## config.mk

```make
export PLATFORM = sky130hd
export DESIGN_NAME = pipelined_carry_adder_flat
export DESIGN_NICKNAME = d
export VERILOG_FILES = /design/src/rtl/pipelined_carry_adder_if.sv /design/src/rtl/pipelined_carry_adder.sv /design/src/flat_wrapper.sv
export SDC_FILE = /design/constraint.sdc
export NUM_CORES = 1
export LEC_CHECK = 0
export ABC_AREA = 1
export CAP_MARGIN = 10
export CELL_PAD_IN_SITES_DETAIL_PLACEMENT = 0
export CELL_PAD_IN_SITES_GLOBAL_PLACEMENT = 1
export CORE_UTILIZATION = 46
export DETAILED_ROUTE_END_ITERATION = 8
export GPL_ROUTABILITY_DRIVEN = 0
export PLACE_DENSITY = 0.86
export SLEW_MARGIN = 15
export SYNTH_ARGS = -nofsm -noshare
export SYNTH_HDL_FRONTEND = slang
export SYNTH_SLANG_ARGS = --single-unit
```

## constraint.sdc

```tcl
create_clock -name clk -period 5.4 [get_ports clk]
set_input_delay 1.08 -clock clk [delete_from_list [all_inputs] [get_ports clk]]
set_output_delay 1.08 -clock clk [all_outputs]
set_load 0.01 [all_outputs]
```

## src/rtl/pipelined_carry_adder_if.sv

```systemverilog
`default_nettype none
// +------------------------------------------------------------------------+
// | pipelined_carry_adder_if : operand/result handshake bundle for the     |
// |                            pipelined carry adder                       |
// | Rev 1.0 : initial release                                              |
// +------------------------------------------------------------------------+
interface pipelined_carry_adder_if #(
   parameter int WIDTH = 32
);
   logic             in_valid;
   logic             in_ready;
   logic [WIDTH-1:0] a;
   logic [WIDTH-1:0] b;
   logic             carry_in;
   logic             sub;
   logic             out_valid;
   logic             out_ready;
   logic [WIDTH-1:0] sum;
   logic             carry_out;
   logic             overflow;
`ifdef PIPELINED_CARRY_ADDER_SATURATE_EN
   logic             sat;

   modport master (
      output in_valid, a, b, carry_in, sub, sat, out_ready,
      input  in_ready, out_valid, sum, carry_out, overflow
   );
   modport slave (
      input  in_valid, a, b, carry_in, sub, sat, out_ready,
      output in_ready, out_valid, sum, carry_out, overflow
   );
`else
   modport master (
      output in_valid, a, b, carry_in, sub, out_ready,
      input  in_ready, out_valid, sum, carry_out, overflow
   );
   modport slave (
      input  in_valid, a, b, carry_in, sub, out_ready,
      output in_ready, out_valid, sum, carry_out, overflow
   );
`endif
endinterface
`default_nettype wire

```

## src/rtl/pipelined_carry_adder.sv

```systemverilog
`default_nettype none
// +------------------------------------------------------------------------+
// | pipelined_carry_adder : WIDTH-bit add/subtract, carry rippling one     |
// |   SLICE per clock; optional clamp via PIPELINED_CARRY_ADDER_SATURATE_EN|
// | Rev 1.0 : initial release                                              |
// +------------------------------------------------------------------------+
module pipelined_carry_adder #(
   parameter int WIDTH = 32,
   parameter int SLICE = 8
) (
   input  wire                    clk,
   input  wire                    rst_n,
   pipelined_carry_adder_if.slave io_bus
);
   localparam int STAGES = WIDTH / SLICE;

   // r_d[k] holds sum slices 0..k in place and the still-unadded slices of a above them
   logic             r_vld [STAGES];
   logic             r_c   [STAGES];
   logic [WIDTH-1:0] r_d   [STAGES];
   logic [WIDTH-1:0] r_b   [STAGES];
   logic             r_ovf;

   logic             w_vin   [STAGES];
   logic             w_cin   [STAGES];
   logic [WIDTH-1:0] w_din   [STAGES];
   logic [WIDTH-1:0] w_bin   [STAGES];
   logic [WIDTH-1:0] w_dnext [STAGES];
   logic [SLICE:0]   w_full  [STAGES];
   logic             w_stall;
   logic             w_cmsb;
   logic             w_ovf;
   logic [WIDTH-1:0] w_res;

   function automatic logic [WIDTH-1:0] f_merge(input logic [WIDTH-1:0] d,
                                                input logic [SLICE-1:0] s,
                                                input int               lo);
      logic [WIDTH-1:0] m;
      m            = d;
      m[lo+:SLICE] = s;
      return m;
   endfunction

   assign w_stall         = io_bus.out_valid && !io_bus.out_ready;
   assign io_bus.in_ready = !w_stall;

`ifdef PIPELINED_CARRY_ADDER_SATURATE_EN
   localparam logic [WIDTH-1:0] c_SAT_MAX = {1'b0, {(WIDTH-1){1'b1}}};
   localparam logic [WIDTH-1:0] c_SAT_MIN = {1'b1, {(WIDTH-1){1'b0}}};
   logic r_sat    [STAGES];
   logic w_sat_in [STAGES];
`endif

   for (genvar k = 0; k < STAGES; k++) begin : g_stage
      if (k == 0) begin : g_head
         assign w_vin[k] = io_bus.in_valid;
         assign w_din[k] = io_bus.a;
         assign w_bin[k] = io_bus.sub ? ~io_bus.b : io_bus.b;
         assign w_cin[k] = io_bus.sub | io_bus.carry_in;
`ifdef PIPELINED_CARRY_ADDER_SATURATE_EN
         assign w_sat_in[k] = io_bus.sat;
`endif
      end else begin : g_body
         assign w_vin[k] = r_vld[k-1];
         assign w_din[k] = r_d[k-1];
         assign w_bin[k] = r_b[k-1];
         assign w_cin[k] = r_c[k-1];
`ifdef PIPELINED_CARRY_ADDER_SATURATE_EN
         assign w_sat_in[k] = r_sat[k-1];
`endif
      end

      assign w_full[k]  = {1'b0, w_din[k][k*SLICE +: SLICE]}
                        + {1'b0, w_bin[k][k*SLICE +: SLICE]}
                        + {{SLICE{1'b0}}, w_cin[k]};
      assign w_dnext[k] = f_merge(w_din[k], w_full[k][SLICE-1:0], k*SLICE);
   end

   // Carry into the MSB recovered from the MSB sum bit and its two operand bits
   assign w_cmsb = w_full[STAGES-1][SLICE-1] ^ w_din[STAGES-1][WIDTH-1]
                 ^ w_bin[STAGES-1][WIDTH-1];
   assign w_ovf  = w_cmsb ^ w_full[STAGES-1][SLICE];

`ifdef PIPELINED_CARRY_ADDER_SATURATE_EN
   // Overflowed result MSB set means the true result was positive
   assign w_res = (w_sat_in[STAGES-1] && w_ovf)
                ? (w_full[STAGES-1][SLICE-1] ? c_SAT_MAX : c_SAT_MIN)
                : w_dnext[STAGES-1];
`else
   assign w_res = w_dnext[STAGES-1];
`endif

   always_ff @(posedge clk or negedge rst_n) begin
      if (!rst_n) begin
         for (int k = 0; k < STAGES; k++) begin
            r_vld[k] <= 1'b0;
            r_c[k]   <= 1'b0;
            r_d[k]   <= '0;
            r_b[k]   <= '0;
`ifdef PIPELINED_CARRY_ADDER_SATURATE_EN
            r_sat[k] <= 1'b0;
`endif
         end
         r_ovf <= 1'b0;
      end else if (!w_stall) begin
         for (int k = 0; k < STAGES; k++) begin
            r_vld[k] <= w_vin[k];
            r_c[k]   <= w_full[k][SLICE];
            r_d[k]   <= (k == STAGES-1) ? w_res : w_dnext[k];
            r_b[k]   <= w_bin[k];
`ifdef PIPELINED_CARRY_ADDER_SATURATE_EN
            r_sat[k] <= w_sat_in[k];
`endif
         end
         r_ovf <= w_ovf;
      end
   end

   assign io_bus.out_valid = r_vld[STAGES-1];
   assign io_bus.sum       = r_d[STAGES-1];
   assign io_bus.carry_out = r_c[STAGES-1];
   assign io_bus.overflow  = r_ovf;

endmodule
`default_nettype wire
```

## src/flat_wrapper.sv

```systemverilog
// flat-port wrapper written by rule: the top's interface ports become plain ports
module pipelined_carry_adder_flat 
#(
   parameter int WIDTH = 32,
   parameter int SLICE = 8
)
  (clk, rst_n, io_bus_in_valid, io_bus_a, io_bus_b, io_bus_carry_in, io_bus_sub, io_bus_out_ready, io_bus_in_ready, io_bus_out_valid, io_bus_sum, io_bus_carry_out, io_bus_overflow);
  pipelined_carry_adder_if #(.WIDTH(WIDTH)) io_bus_i ();
  input  wire clk;
  input  wire rst_n;
  input wire logic [$bits(io_bus_i.in_valid)-1:0] io_bus_in_valid;
  input wire logic [$bits(io_bus_i.a)-1:0] io_bus_a;
  input wire logic [$bits(io_bus_i.b)-1:0] io_bus_b;
  input wire logic [$bits(io_bus_i.carry_in)-1:0] io_bus_carry_in;
  input wire logic [$bits(io_bus_i.sub)-1:0] io_bus_sub;
  input wire logic [$bits(io_bus_i.out_ready)-1:0] io_bus_out_ready;
  output wire logic [$bits(io_bus_i.in_ready)-1:0] io_bus_in_ready;
  output wire logic [$bits(io_bus_i.out_valid)-1:0] io_bus_out_valid;
  output wire logic [$bits(io_bus_i.sum)-1:0] io_bus_sum;
  output wire logic [$bits(io_bus_i.carry_out)-1:0] io_bus_carry_out;
  output wire logic [$bits(io_bus_i.overflow)-1:0] io_bus_overflow;
  assign io_bus_i.in_valid = io_bus_in_valid;
  assign io_bus_i.a = io_bus_a;
  assign io_bus_i.b = io_bus_b;
  assign io_bus_i.carry_in = io_bus_carry_in;
  assign io_bus_i.sub = io_bus_sub;
  assign io_bus_i.out_ready = io_bus_out_ready;
  assign io_bus_in_ready = io_bus_i.in_ready;
  assign io_bus_out_valid = io_bus_i.out_valid;
  assign io_bus_sum = io_bus_i.sum;
  assign io_bus_carry_out = io_bus_i.carry_out;
  assign io_bus_overflow = io_bus_i.overflow;
  pipelined_carry_adder #(.WIDTH(WIDTH), .SLICE(SLICE)) u_core (.clk(clk), .rst_n(rst_n), .io_bus(io_bus_i));
endmodule
```

======== Yosys cells after proc, flatten, opt, wreduce, memory -nomap -nowiden ========
Cells that the tools add are included.
storage, ports and cells
  output and inout port bits .............. 36
  logic and storage cells ................. 33
  input port bits ......................... 70
  register bits after elaboration ......... 233
operators by class
  bitwise gates (word level) .............. 5
  add/sub/neg operators ................... 8
  multiplexer cells ....................... 1
  reductions and logical operators ........ 3
operator list
  cell                  count
  adder 8 x 8 -> 9 bit  4
  adder 9 x 1 -> 9 bit  4
  two-way mux 32 bit    1
  inverter 32 bit       1
  bitwise XOR 1 bit     3
  logical NOT 1 bit     2
  logical AND 1 bit     1
  bitwise OR 1 bit      1

======== Logic depth before layout (Yosys ltp) ========
Gate-level depths: netlist (run 1).
  word-level depth ........................ 5
  mapped depth ............................ 14
  depth with buffers taken out ............ 12

======== Worst setup path before layout (run 1) ========
OpenSTA, ideal clock, no wires.
  kind .................................... input port to flip-flop
  start point ............................. in io_bus_sub
  end point ............................... reg u_core.r_d[102] (netlist bit)
  library setup time ...................... 117 ps
  stages .................................. 14
  arrival ................................. 2939 ps
  path buffers ............................ 2
  slack ................................... 2344 ps
  data required time ...................... 5283 ps
  cell sequence ........................... buf_2 buf_2 xor2_1 fa_1 inv_1 fa_1 o21ai_0 nand2_1 nand2_1 a21oi_1 inv_1 nand2_1 nand3_1 nand2_1
on the way
  longest elaborated chain between the ends .. 3
  elaborated cells between the ends (all ways) .. 4
  those cells by class .................... add/sub (2); mux (1); bitwise (1)
RTL lines
  element                         line                          RTL
  start: declaration              flat_wrapper.sv:15            input wire logic [$bits(io_bus_i.sub)-1:0] io_bus_sub;
  two-way mux 32 bit              pipelined_carry_adder.sv:58   assign w_bin[k] = io_bus.sub ? ~io_bus.b : io_bus.b;
  adder 8 x 8 -> 9 bit            pipelined_carry_adder.sv:74   + {1'b0, w_bin[k][k*SLICE +: SLICE]}
  adder 9 x 1 -> 9 bit *          pipelined_carry_adder.sv:75   + {{SLICE{1'b0}}, w_cin[k]};
  end signal: indexed assignment  pipelined_carry_adder.sv:109  r_d[k] <= (k == STAGES-1) ? w_res : w_dnext[k];
  end: declaration                pipelined_carry_adder.sv:20   logic [WIDTH-1:0] r_d [STAGES];
Mark *: on every way between the ends. The rest lies on a longest branch, timed or not.
A chain may end at the register's enable or synchronous reset.

======== Final worst setup path (run 1) ========
  start point ............................. in io_bus_out_ready
  end point ............................... out io_bus_in_ready
on the way
  longest elaborated chain between the ends .. 3
RTL lines
  element             line                         RTL
  start: declaration  flat_wrapper.sv:16           input wire logic [$bits(io_bus_i.out_ready)-1:0] io_bus_out_ready;
  logical NOT 1 bit   pipelined_carry_adder.sv:44  assign w_stall = io_bus.out_valid && !io_bus.out_ready;
  logical AND 1 bit   pipelined_carry_adder.sv:44
  logical NOT 1 bit   pipelined_carry_adder.sv:45  assign io_bus.in_ready = !w_stall;
  end: declaration    flat_wrapper.sv:17           output wire logic [$bits(io_bus_i.in_ready)-1:0] io_bus_in_ready;
Every way passes these cells.

==> flow_summary.toml, run 1 <==
[placement]
dp_hpwl_mm = 11.2
post-place-ws_ns = 1.96
portBuffers = 105

[clock_tree]
clockRootBuffer = "clkbuf_16"
cts_tree = "built"
ctsHoldBuffers = 0
cts.sinks = 185
clkTransAtPathRegs_ns = 0.07
cts-buffers-inserted = 17
clock_latency_ns = 0.43
clockBufferDepth = 2
cts-htree-levels = 4
cts_resized = 0
cts_setup_buffers = 0

[routing]
routed_wl_mm = 17.0
drt_iter0_drc = 462
antenna_left = 0
dr.pass1.iters = 5
vias_per_cell = 4.78
drc_errors = 0
routedWlPerCell_um = 13.2
via_count = 6139

[logic_synthesis]
ys_types = 27
syn_nets = 1094
ys_seq_elements = 185
netlist_instances = 988
synth.cell_area_sq_um = 8680
avgSynthCellArea_sq_um = 8.78
yosys_warnings = 0
yosysSeqAreaShare_pct = 53.3

[setup_path]
startpoint_type = "input pin"
critPathKind = "input pin to output port"
crit_chain = "clkdlybuf4s50_1 -> nor2_4 -> inv_4 -> clkdlybuf4s50_1"
end_kind = "output port"
crit_arrival_ns = 2.23
critical_path_required_ns = 4.32
critPathTopFamily = "buffers and inverters"
path_max_fanout = 2
max_stage_delay_ns = 0.52
cp_slowest_cell = "clkdlybuf4s50_1"
critPathBufInv = 3
cpMostUsedCell = "clkdlybuf4s50_1"

[global_routing]
first_global_vias = 6009
grt_use_total_pct = 19.2
grt_max_degree = 213
antenna_found_initial = 0
grt_pass1_wl_mm = 29.4
overflow = 0

[timing]
min_period_ns = 3.31
drv_slew = 0
worst_pin_slew_ns = 0.924
skew_ns = 0.0100
setup_ws_ns = 2.09
whs_ns = 0.469
rsz0062_at_grt = "false"
setup_viol = 0
fin_crit_sh_pct = 61.3
fmax_mhz = 302
maxSlewHeadroom_pct = 38.4
hold_violations = 0
setup_tns_ns = 0

[run_status]
status = "finished clean"

[layout]
fin_nets = 1148
final_common_cell = "nand2_1"
num_antenna_cells = 0
most-common-layout-cells = "nand2_1, dfrtp_1, o21ai_0, clkdlybuf4s50_1, inv_1"
syn2layout_area_growth_pct = 17.5
drive_gt1_share_pct = 4.65

[pwr]
power-per-cell-area_nw_per_um2 = 563
ir_worst_vdd_mv = 0.279
p_leak_uw = 0.00499

[run]
drv_cap = 0

[floorplanning]
die_area_sq_um = 19400
ios = 106
core-area_sq_um = 18200
start_util_pct = 47.7
die_y_um = 139
fp.dieW_um = 139
rows = 49

[min_path]
worstHoldPathType = "flop to flop"
-- per-stage QoR --
stage | utilization [%] | cells | total power, uW | area [sq um]
finish | 56.0 | 1283 | 5740 | 10200
global route | 56.0 | 1283 | 6260 | 10200
CTS | 56.0 | 1283 | 5810 | 10200
detailed placement | 52.9 | 1252 | 4580 | 9630
global placement | 52.9 | 1252 | 4510 | 9630
floorplan | - | 988 | 3970 | 8680
-- registers in the layout, summed over array words and instances, names as in the netlist --
register,flops
u_core.io_bus.sum,32
u_core.r_c,3
u_core.io_bus.carry_out,1
u_core.r_b,48
u_core.r_d,96
u_core.io_bus.overflow,1
u_core.io_bus.out_valid,1
u_core.r_vld,3
-- synth_stat cells (all sizes together) --
library cell / number / share of area (%)
nand2: 368 / 16
dfrtp: 185 / 53
o21ai: 117 / 6.7
inv: 74 / 3.2
buf: 66 / 4.8
a21oi: 28 / 1.6
ha: 28 / 4.0
xnor2: 27 / 2.7
nand3: 24 / 1.4
nor2: 14 / 0.63
xor2: 13 / 1.3
or2: 11 / 0.79
clkbuf: 10 / 0.43
fa: 8 / 1.8
a31oi: 5 / 0.36
nand4: 4 / 0.29
nor3b: 2 / 0.17
and2: 1 / 0.10
o211ai: 1 / 0.087
o21bai: 1 / 0.13
o22ai: 1 / 0.072
-- worst min-delay path, cell delays in order (launching register included) --
cell and delay [ns]:
dfrtp_1 0.34, nand2_1 0.05, nand2_1 0.04
-- power breakdown --
group / internal, uW / switching (uW) / leakage, uW
Combinational: 941 / 1240 / 0.00247
Clock: 697 / 507 / 0.000277
Sequential: 2000 / 355 / 0.00224
Total: 3640 / 2100 / 0.00499
-- cells by family (layout without fill, tap and decap cells) --
kind of cell / after synthesis / after routing / share of synthesized area [%]
flops: 185 / 185 / 53.3
xor+xnor: 40 / 40 / 4.04
simple gates: 424 / 424 / 19.3
fa+ha+maj: 36 / 36 / 5.88
buf+inv: 150 / 216 / 8.45
compound gates: 153 / 153 / 9.01
-- routing by layer --
metal / GRT usage (%) / part of all wire, % / wire, um
met2: 30.0 / 47 / 8010
met5: 0 / 0 / 0
met1: 26.8 / 49 / 8370
met3: 3.82 / 2.7 / 463
met4: 6.32 / 0.72 / 122
-- path summary, 6_finish.rpt --
kind                            slack [ns]  depth (start not counted)               to                    start
worst max-delay path                  2.09                          4  io_bus_in_ready         io_bus_out_ready
min in group asynchronous             0.74                          1  u_core.r_vld[3]                    rst_n
worst min-delay path                  0.47                          2   u_core.r_b[95]          u_core.r_b[127]
worst min register to register        0.47                          2   u_core.r_b[95]          u_core.r_b[127]
max in group asynchronous             3.53                          2   u_core.r_d[54]                    rst_n
worst max register to register        3.15                          7   u_core.r_d[98]  u_core.io_bus.out_valid
-- cell type report --
class                   count  area [sq um]
well taps                 229           287
repair buffers            111          1110
flip-flops and latches    185          4630
clock buffers              26           509
inverters                  74           280
multi-input cells         653          3320
fillers                  1685          8010
clock inverters             5          60.1
(Power assumes the default switching activity.)
==> run 2, diff against run 1 <==
--- a/config.mk
+++ b/config.mk
@@ -9,10 +9,10 @@
 export CAP_MARGIN = 10
 export CELL_PAD_IN_SITES_DETAIL_PLACEMENT = 0
 export CELL_PAD_IN_SITES_GLOBAL_PLACEMENT = 1
-export CORE_UTILIZATION = 46
+export CORE_UTILIZATION = 42
 export DETAILED_ROUTE_END_ITERATION = 8
 export GPL_ROUTABILITY_DRIVEN = 0
-export PLACE_DENSITY = 0.86
+export PLACE_DENSITY = 0.79
 export SLEW_MARGIN = 15
 export SYNTH_ARGS = -nofsm -noshare
 export SYNTH_HDL_FRONTEND = slang
==> constraint.sdc (replaced) <==
create_clock -name clk -period 3.05 [get_ports clk]
set_input_delay 0.61 -clock clk [delete_from_list [all_inputs] [get_ports clk]]
set_output_delay 0.61 -clock clk [all_outputs]
set_load 0.01 [all_outputs]
==> flow_summary.toml, run 2 (synthesis results as in run 1) <==
[routing]
drc_errors = 0
drt_iter0_drc = 311
dr.pass1.iters = 4
routed_wl_mm = 16.8
vias_per_cell = 4.56
via_count = 6043
antenna_left = 0
routedWlPerCell_um = 12.7

[floorplanning]
ios = 106
fp.dieW_um = 146
die_area_sq_um = 21200
start_util_pct = 42.9
rows = 52
core-area_sq_um = 20200
die_y_um = 146

[timing]
setup_tns_ns = 0
drv_slew = 0
skew_ns = 0.0105
hold_violations = 0
fmax_mhz = 417
maxSlewHeadroom_pct = 38.7
setup_viol = 0
fin_crit_sh_pct = 78.7
rsz0062_at_grt = "false"
worst_pin_slew_ns = 0.920
min_period_ns = 2.40

[min_path]
worstHoldPathType = "input pin to async pin"

[setup_path]
crit_chain = "clkdlybuf4s50_1 -> xor2_1 -> fa_1 -> inv_1 -> fa_1 -> o21ai_0 -> nand2_1 -> nand2_1 -> a21oi_1 -> inv_1 -> nand2_1 -> nand3_1 -> nand2_1"
critPathTopFamily = "adder cells"
startpoint_type = "input pin"
max_stage_delay_ns = 0.47
ff2ff_path_depth = 12
path_max_fanout = 3
cp_slowest_cell = "clkdlybuf4s50_1"
crit_arrival_ns = 2.72
critPathBufInv = 3
critical_path_required_ns = 3.37
cpMostUsedCell = "nand2_1"
reg2reg_to = "u_core.r_d[54]"
critPathKind = "input pin to flop"
end_kind = "flop"
worstReg2RegStart = "u_core.r_b[80]"
rrSetupSlack_ns = 1.02

[layout]
syn2layout_area_growth_pct = 19.2
largest_reg_flops = 96
fin_nets = 1149
instances_no_fill = 1326
multi_input_area_sq_um = 3320
final_util_pct = 51.1
final_common_cell = "nand2_1"
fillers = 1922
regArea_sq_um = 4630
top_register = "u_core.r_d"
drive_gt1_share_pct = 5.11
num_antenna_cells = 0
most-common-layout-cells = "nand2_1, dfrtp_1, o21ai_0, clkdlybuf4s50_1, inv_1"

[pwr]
p_int_uw = 6550
p_leak_uw = 0.00503
ir_worst_vdd_mv = 0.444
switching_share_pct = 36.2
combinationalPowerShare_pct = 37.9
seqPwrFrac_pct = 40.2
power-per-cell-area_nw_per_um2 = 992
switchingPower_uw = 3710
clockPowerShare_pct = 21.9

[global_routing]
first_global_vias = 5827
antenna_found_initial = 0
grt_use_total_pct = 17.1
grt_max_degree = 213
grt_pass1_wl_mm = 28.9
overflow = 0

[clock_tree]
clock_latency_ns = 0.43
clkTransAtPathRegs_ns = 0.07
cts-buffers-inserted = 17
cts_tree = "built"
clockRootBuffer = "clkbuf_16"
clockBufferDepth = 2
cts.sinks = 185
cts-htree-levels = 4
ctsHoldBuffers = 0
cts_setup_buffers = 0
cts_resized = 0

[placement]
dp_cells = 1294
portBuffers = 105
dp_hpwl_mm = 11.0

[run]
drv_cap = 0

[run_status]
status = "finished clean"
==> run 2: cell count changes in the layout (fill, tap and decap cells not counted), sizes merged <==
cell,previous run,this run
clkbuf,27,24
bufinv,1,2
clkinvlp,1,3
inv,75,76
buf,7,8
==> run 2: area by class of cell <==
type                            instances  share of cell area (%)
Timing Repair Buffer                  112                    11.3
Sequential cell                       185                    44.8
Clock buffer                           23                    4.81
Multi-Input combinational cell        653                    32.1
Inverter                               74                    2.71
Clock inverter                          9                    1.06
Tap cell                              270                    3.27
==> run 2: how the worst max path moves through the flow <==
stage / startpoint / endpoint / slack (ns) / cells after the start
3_5_place_dp: io_bus_b[0] / u_core.r_d[102] / 0.17 / 13
6_report: io_bus_b[0] / u_core.r_d[102] / 0.65 / 13
4_1_cts: io_bus_b[0] / u_core.r_d[102] / 0.63 / 13
2_1_floorplan: io_bus_sub / u_core.r_d[102] / 0.46 / 14
5_1_grt: io_bus_b[0] / u_core.r_d[102] / 0.40 / 13
3_3_place_gp: io_bus_b[0] / u_core.r_d[102] / 0.24 / 13
==> run 2: metal layers <==
layer / track usage [%] / up-vias / routed length (um)
met2: 25.6 / 87 / 7650
met5: 0 / - / 0
li1: - / 3197 / -
met4: 4.42 / 0 / 108
met3: 4.04 / 9 / 495
met1: 24.9 / 2750 / 8580
==> run 2: power by group through the flow <==
stage                     Sequential, uW  Combinational (uW)  Clock (uW)
after floorplan                     4000                3040           0
after global placement              4160                3890           0
after detailed placement            4180                3940           0
after CTS                           4140                3960        2310
after global routing                4270                4520        2400
final                               4130                3890        2240
==> run 2: through the flow <==
stage / power (uW) / setup WS [ns] / area [sq um] / hold WS [ns]
CTS: 10400 / 0.626 / 10300 / 0.252
floorplan: 7030 / 0.464 / 8680 / 0.314
global route: 11200 / 0.397 / 10300 / 0.281
detailed placement: 8120 / 0.168 / 9730 / 0.453
finish: 10300 / 0.649 / 10300 / 0.223
global placement: 8050 / 0.245 / 9730 / 0.452
==> run 3, diff against run 2 <==
--- a/config.mk
+++ b/config.mk
@@ -9,10 +9,10 @@
 export CAP_MARGIN = 10
 export CELL_PAD_IN_SITES_DETAIL_PLACEMENT = 0
 export CELL_PAD_IN_SITES_GLOBAL_PLACEMENT = 1
-export CORE_UTILIZATION = 42
+export CORE_UTILIZATION = 38
 export DETAILED_ROUTE_END_ITERATION = 8
 export GPL_ROUTABILITY_DRIVEN = 0
-export PLACE_DENSITY = 0.79
+export PLACE_DENSITY = 0.76
 export SLEW_MARGIN = 15
 export SYNTH_ARGS = -nofsm -noshare
 export SYNTH_HDL_FRONTEND = slang
==> constraint.sdc (replaced) <==
create_clock -name clk -period 1.95 [get_ports clk]
set_input_delay 0.39 -clock clk [delete_from_list [all_inputs] [get_ports clk]]
set_output_delay 0.39 -clock clk [all_outputs]
set_load 0.01 [all_outputs]
==> flow_summary.toml, run 3 (synthesis results as in run 1) <==
[run_status]
status = "finished clean"

[timing]
worst_pin_slew_ns = 0.405
skew_ns = 0.0122
min_period_ns = 1.86
fmax_mhz = 537
fin_crit_sh_pct = 95.5
setup_tns_ns = 0
setup_viol = 0
setup_ws_ns = 0.0874
maxSlewHeadroom_pct = 73.0
drv_slew = 0
hold_violations = 0

[clock_tree]
clockBufferDepth = 2
clockRootBuffer = "clkbuf_16"
cts-htree-levels = 4
cts-buffers-inserted = 17
cts.sinks = 185
clkTransAtPathRegs_ns = 0.07
clock_latency_ns = 0.43
cts_tree = "built"

[placement]
portBuffers = 105
dp_cells = 1329
post-place-ws_ns = -0.542
post_dp_cell_area_sq_um = 9970
dp_hpwl_mm = 12.6

[layout]
fillers = 2140
most-common-layout-cells = "nand2_1, dfrtp_1, o21ai_0, clkdlybuf4s50_1, inv_1"
final_common_cell = "nand2_1"
largest_reg_flops = 96
top_register = "u_core.r_d"
instances_no_fill = 1365
syn2layout_area_growth_pct = 22.6
drive_gt1_share_pct = 10.3
num_antenna_cells = 0
fin_nets = 1178
fin_area_sq_um = 10600

[floorplanning]
start_util_pct = 39.3
core-area_sq_um = 22100
rows = 54
die_area_sq_um = 23400
die_y_um = 153
ios = 106
fp.dieW_um = 153

[routing]
antenna_left = 0
drc_errors = 0
routedWlPerCell_um = 13.1
vias_per_cell = 4.64
dr.pass1.iters = 5
via_count = 6331
drt_iter0_drc = 287
routed_wl_mm = 17.9

[min_path]
worstHoldPathType = "input pin to async pin"

[setup_path]
critPathTopFamily = "simple AND/OR/NAND/NOR gates"
crit_arrival_ns = 2.18
end_kind = "flop"
ff2ff_path_depth = 12
crit_chain = "fa_2 -> inv_2 -> fa_2 -> inv_2 -> nand3_1 -> nand2_2 -> nand2_2 -> nand2_2 -> a21oi_2 -> or2_4 -> nand3_2 -> nand2_1"
path_max_fanout = 3
critical_path_required_ns = 2.27
reg2reg_to = "u_core.io_bus.sum[30]"
endpoint = "u_core.io_bus.sum[30]"
crit_cells = 12
startpoint = "u_core.r_b[56]"
cpMostUsedCell = "nand2_2"
worstReg2RegStart = "u_core.r_b[56]"
rrSetupSlack_ns = 0.09
startpoint_type = "flop"
critPathBufInv = 2
max_stage_delay_ns = 0.39
critPathKind = "flop to flop"
cp_slowest_cell = "dfrtp_1"

[global_routing]
overflow = 0
grt_use_total_pct = 16.8
first_global_vias = 6395
grt_max_degree = 84
grt_pass1_wl_mm = 31.5
antenna_found_initial = 1

[pwr]
power-per-cell-area_nw_per_um2 = 1540
ir_worst_vdd_mv = 0.744
p_leak_uw = 0.00517
power_uw = 16400

[run]
drv_cap = 0
==> run 3: cell types whose count changed in the layout (fill, tap and decap cells not counted), moves of 6 or more <==
cell,change
nand2_1,-6
nand2_2,+6
fa_2,+8
fa_1,-8
buf_4,+27
==> run 3: where the power goes <==
part           switching [uW]  internal, uW
clock                    1610          1730
sequential                950          5540
combinational            3640          2970
==> run 3: worst min-delay path by stage <==
stage / startpoint / end / slack [ns]
final: rst_n / u_core.io_bus.out_valid / 0.44
after global routing: rst_n / u_core.r_d[95] / 0.47
after CTS: rst_n / u_core.r_d[127] / 0.45
after detailed placement: rst_n / u_core.io_bus.out_valid / 0.35
after global placement: rst_n / u_core.io_bus.out_valid / 0.35
after floorplan: rst_n / u_core.io_bus.carry_out / 0.09
==> run 3: layer usage <==
layer,vias to the layer above,GRT usage (%),wire [um]
met2,106,27.0,8410
met4,0,5.39,247
li1,3270,-,-
met5,-,0,0
met3,17,2.75,465
met1,2938,23.3,8800
==> run 3: stage by stage <==
stage | hold slack (ns) | util (%)
global route | 0.475 | 48.2
floorplan | 0.0944 | -
global placement | 0.349 | 45.1
detailed placement | 0.351 | 45.1
CTS | 0.448 | 47.8
finish | 0.445 | 48.2
==> run 3: cell type report <==
| class | count | area (sq um) | share of cell area, % |
|---|---|---|---|
| Tap cell | 280 | 350 | 3.29 |
| Inverter | 74 | 280 | 2.63 |
| Clock buffer | 18 | 439 | 4.13 |
| Timing Repair Buffer | 141 | 1400 | 13.2 |
| Sequential cell | 185 | 4630 | 43.5 |
| Clock inverter | 14 | 129 | 1.21 |
| Multi-Input combinational cell | 653 | 3410 | 32.1 |
==> run 3: repair_timing <==
action	CTS	global route
hold buffers	1	0
hold endpoints to repair	36	0
buffers inserted	0	3
gates resized for setup	6	23
endpoints found under the setup margin	4	6
pin swaps	7	16
